[config.mk]
export PLATFORM = sky130hd
export DESIGN_NAME = key_debounce_multi
export DESIGN_NICKNAME = d
export VERILOG_FILES = /design/src/rtl/key_debounce_multi.sv
export SDC_FILE = /design/constraint.sdc
export NUM_CORES = 1
export LEC_CHECK = 0
export ABC_AREA = 1
export ABC_CLOCK_PERIOD_IN_PS = 1900
export CELL_PAD_IN_SITES_DETAIL_PLACEMENT = 1
export CELL_PAD_IN_SITES_GLOBAL_PLACEMENT = 1
export CORE_MARGIN = 2
export CORE_UTILIZATION = 42
export DETAILED_ROUTE_END_ITERATION = 10
export HOLD_SLACK_MARGIN = 0.06
export PLACE_DENSITY_LB_ADDON = 0.1
export SLEW_MARGIN = 10
export SYNTH_ARGS = -nofsm -noshare
export SYNTH_HDL_FRONTEND = slang
export SYNTH_SLANG_ARGS = --single-unit
[constraint.sdc]
create_clock -name iCLK -period 1.9 [get_ports iCLK]
set_clock_uncertainty 0.2 [all_clocks]
set_input_delay 0.285 -clock iCLK [delete_from_list [all_inputs] [get_ports iCLK]]
set_output_delay 0.285 -clock iCLK [all_outputs]
set_load 0.02 [all_outputs]
[src/rtl/key_debounce_multi.sv]
// N-channel push-button / slide-switch conditioner: synchroniser, mismatch-count
// debounce, press/release pulses and long-press detection per channel.
module key_debounce_multi #(
   parameter int N          = 4,
   parameter int DELAY      = 1000000,
   parameter int LONG       = 50000000,
   parameter int ACTIVE_LOW = 1
) (
   input  logic         iCLK,
   input  logic         iRST_N,
   input  logic [N-1:0] iKEY,
   output logic [N-1:0] oPRESSED,
   output logic [N-1:0] oPRESS_P,
   output logic [N-1:0] oRELEASE_P,
   output logic [N-1:0] oLONG_P,
   output logic [N-1:0] oHELD,
   output logic         oANY_P
);

   localparam int DW = $clog2(DELAY + 1);
   localparam int HW = (LONG > 0) ? $clog2(LONG + 1) : 1;
   localparam logic [DW-1:0] D_LAST = DW'(DELAY - 1);
   localparam logic [HW-1:0] H_LAST = HW'(LONG);
   // Pin level that means "not pressed"; synchronisers reset to it so reset
   // release with idle pins never looks like an edge.
   localparam logic IDLE = (ACTIVE_LOW != 0);

   genvar g;
   generate
      for (g = 0; g < N; g++) begin : g_ch
         logic          sync1_q;
         logic          sync2_q;
         logic          lv;
         logic          st_q,    st_d;
         logic [DW-1:0] dcnt_q,  dcnt_d;
         logic          press_q, press_d;
         logic          rel_q,   rel_d;

         assign lv = sync2_q ^ IDLE;

         // Any cycle where the level agrees with the state restarts the count.
         always_comb begin
            st_d    = st_q;
            dcnt_d  = '0;
            press_d = 1'b0;
            rel_d   = 1'b0;
            if (lv != st_q) begin
               if (dcnt_q == D_LAST) begin
                  st_d    = lv;
                  press_d = lv;
                  rel_d   = ~lv;
               end else begin
                  dcnt_d = dcnt_q + DW'(1);
               end
            end
         end

         always_ff @(posedge iCLK or negedge iRST_N) begin
            if (!iRST_N) begin
               sync1_q <= IDLE;
               sync2_q <= IDLE;
               st_q    <= 1'b0;
               dcnt_q  <= '0;
               press_q <= 1'b0;
               rel_q   <= 1'b0;
            end else begin
               sync1_q <= iKEY[g];
               sync2_q <= sync1_q;
               st_q    <= st_d;
               dcnt_q  <= dcnt_d;
               press_q <= press_d;
               rel_q   <= rel_d;
            end
         end

         assign oPRESSED[g]   = st_q;
         assign oPRESS_P[g]   = press_q;
         assign oRELEASE_P[g] = rel_q;

         if (LONG > 0) begin : g_long
            logic [HW-1:0] hcnt_q, hcnt_d;
            logic          long_q, long_d;
            logic          held_q, held_d;

            // Counting starts the cycle after the press edge; looking at st_d
            // lets oHELD drop together with the release pulse.
            always_comb begin
               hcnt_d = hcnt_q;
               long_d = 1'b0;
               held_d = held_q;
               if (!st_q || !st_d) begin
                  hcnt_d = '0;
                  held_d = 1'b0;
               end else if (hcnt_q < H_LAST) begin
                  hcnt_d = hcnt_q + HW'(1);
                  if (hcnt_d == H_LAST) begin
                     long_d = 1'b1;
                     held_d = 1'b1;
                  end
               end
            end

            always_ff @(posedge iCLK or negedge iRST_N) begin
               if (!iRST_N) begin
                  hcnt_q <= '0;
                  long_q <= 1'b0;
                  held_q <= 1'b0;
               end else begin
                  hcnt_q <= hcnt_d;
                  long_q <= long_d;
                  held_q <= held_d;
               end
            end

            assign oLONG_P[g] = long_q;
            assign oHELD[g]   = held_q;
         end else begin : g_no_long
            assign oLONG_P[g] = 1'b0;
            assign oHELD[g]   = 1'b0;
         end
      end
   endgenerate

   assign oANY_P = |oPRESS_P;

endmodule

==> results.tsv <==
metric	value	unit
number of placement rows	63	
worst path required time	2.19	ns
register bit total from synthesis	212	
fin area	19500	sq um
Post-synth EDFFs	0	
DP Area	15200	sq um
total of max-cap violations	0	
GR peak layer	met2	
area leader, netlist	dfrtp_1	
Critical Path End Type	register	
Leak	0.00885	uW
via count	14449	
gr usage total	28.8	%
Fin. Hold Viols	0	
layout cells sized above 1	44.4	%
DR DRC count	0	
top post-synthesis cells by count	nand2_1, nor2_1, dfrtp_1	
grt ovf	0	
max incr delay on CP	0.41	ns
Port Buffer Count	26	
total power	10800	uW
Antenna diodes	0	
register area share after synthesis	42.7	%
final hold slack	0.155	ns
vias in the first global route	14386	
min-delay src	g_ch[2].sync1_q$_DFF_PN1_	
I/O pins	27	
met1 Use GR	33.7	%
synthesized area per cell	7.43	sq um
RSZ-0062 raised after global routing	true	
initial antenna violation count	0	
WP data arrival	2.57	ns
gpl congestion	0.858	
TritonCTS clock tree	done	
Top delay family on crit path	simple AND/OR/NAND/NOR gates	
Routed Antenna Nets	0	
die area	31000	sq um
reg2reg setup slack	-0.39	ns
RR Endpoint	g_ch[2].dcnt_q[19]$_DFF_PN0_	
Yosys cell types	48	
Post-Syn Nets	1688	
CP Launch Type	register	
worst r2r src	g_ch[2].dcnt_q[0]$_DFF_PN0_	
setup TNS	-23.18	ns
max frequency	437	MHz
die width	176	microns
WL/cell	24.0	microns
CP Class	register to register	
crit path max-delay cell type	dfrtp_1	
crit path to	g_ch[2].dcnt_q[19]$_DFF_PN0_	
Pwr Density	554	nW/um^2
TritonRoute pass-1 iters	6	
final worst-path cycle share	120	%
Synth async-reset ratio	100	%
maximum VDD drop	0.780	mV
H-tree lvl count	1	
min-delay worst type	register to register	
most common cell in the synthesized netlist	nand2_1	
fin worst setup slack	-0.388	ns
Slew Viols, Final	0	
met2 usage	53.7	%
initial DRC count	1122	
critical path depth	9	
r2r worst-path depth	9	
clk root buf	clkbuf_16	
largest net degree at the start of global routing	46	
met3 usage	3.73	%
post-DP HPWL	29000	microns
# setup viols final	153	
largest cells by area after synthesis	dfrtp_1, nand2_1, nor2_1	
final wirelength	60100	microns
Critical Path Fanout Max	5	
Critical Path Start	g_ch[2].dcnt_q[0]$_DFF_PN0_	
Vias/cell	5.77	
Slew HR	65.5	%
failing checks	setup timing	
status	finished, violations left	
Syn Std Cell Area	12400	sq um
CTS buffer count	27	
Slew @ Worst Pin	0.515	ns
clk slew on worst S/H paths	0.06	ns
starting density of the core	42.3	%
Tmin final	2.29	ns
clock tree buffer depth	3	
Synthesis Warnings	0	
nets	2107	
CTS Sinks	212	
Area Growth Syn to Fin	56.4	%
first-pass GRT wire length	72500	microns
clk_lat worst skew	0.58	ns
dominant synthesized flop cell	dfrtp_1	
cell chain of the critical path	buf_6 -> nand3_4 -> nor2_4 -> nand4_1 -> nor3_2 -> nand3_2 -> nor2_2 -> o21ai_1 -> nor2_1	
Post-Synthesis Cells	1674	
Core Footprint	29400	sq um
Yosys top cell area share	41.0	%
Critical path buffers and inverters	1	
die height	176	microns
flip-flops by register name (all words and copies together) (netlist names):
name and flops:
g_ch.press_q 4, g_ch.sync1_q 4, g_ch.st_q 4, g_ch.dcnt_q 80
g_ch.rel_q 4, g_ch.g_long.hcnt_q 104, g_ch.g_long.long_q 4, g_ch.g_long.held_q 4
g_ch.sync2_q 4
how the worst min path moves through the flow:
| stage | slack (ns) | endpoint | cells after the start |
|---|---|---|---|
| detailed placement | -0.04 | g_ch[2].g_long.hcnt_q[20]$_DFFE_PN0P_ | 1 |
| finish | 0.16 | g_ch[2].sync2_q$_DFF_PN1_ | 0 |
| global placement | -0.04 | g_ch[2].g_long.hcnt_q[20]$_DFFE_PN0P_ | 1 |
| floorplan | -0.21 | g_ch[0].dcnt_q[0]$_DFF_PN0_ | 0 |
| global route | 0.16 | g_ch[2].sync2_q$_DFF_PN1_ | 0 |
| CTS | 0.16 | g_ch[3].sync2_q$_DFF_PN1_ | 0 |
cell usage in the layout, fill, tap and decap left out, types with 33 or more instances in the layout:
cell	Yosys	layout
inv_1	202	176
nor2_1	256	177
nand3_2	8	35
nor2_4	11	51
clkbuf_16	0	33
nand2_1	416	312
buf_4	23	314
dfrtp_1	204	189
o21ai_2	3	39
buf_6	2	53
nor2_2	30	69
nand2_2	19	90
xor2_1	49	37
nand2_4	2	33
nand3_1	134	89
metal layers:
metal / up-vias / wire [microns]
li1: 6200 / -
met1: 7275 / 22100
met2: 660 / 30700
met3: 314 / 3270
met4: 0 / 3980
met5: - / 0
logic make-up (layout without fill, tap and decap cells):
| family | after synthesis | after routing | share of synthesized area [%] |
|---|---|---|---|
| compound gates | 175 | 175 | 8.65 |
| buf+inv | 246 | 686 | 8.32 |
| simple gates | 973 | 973 | 35.1 |
| flops | 212 | 212 | 42.7 |
| xor+xnor | 60 | 60 | 4.41 |
| fa+ha+maj | 8 | 8 | 0.805 |
metrics by stage:
step	cells	setup WS [ns]	util (%)
CTS	2451	-0.260	59.3
detailed placement	2336	-0.315	51.6
floorplan	1674	0.00435	-
global placement	2336	-0.285	51.6
global route	2504	-0.458	66.2
finish	2504	-0.388	66.2
cell type report:
type                       count  area [sq um]
fill                        3387          9950
multi-input combinational   1216          8020
sequential                   212          5330
timing repair buffer         423          3780
inverter                     213           850
clock buffer                  37           773
tap                          390           488
clock inverter                13           208
repair_timing:
action,CTS,global route
setup buffers,57,59
endpoints found under the setup margin,135,168
resized for setup,258,422
pin swaps,102,154
hold buffers,6,0
hold endpoints to repair,216,0
gates cloned,4,5
worst register-to-register path, delay by kind of cell, from the launching register on:
kind	cells	cell delay (ns)
AND/OR/NAND/NOR	7	1.39
flip-flops	1	0.41
AO/OA/AOI/OAI	1	0.09
buffers and inverters	1	0.13
report_power, final:
part	total, uW	switching (uW)	internal (uW)
combinational	358	220	138
clock	5840	2310	3530
sequential	4590	39.3	4550
total	10800	2570	8220
Power figures use the tool's default switching activity.
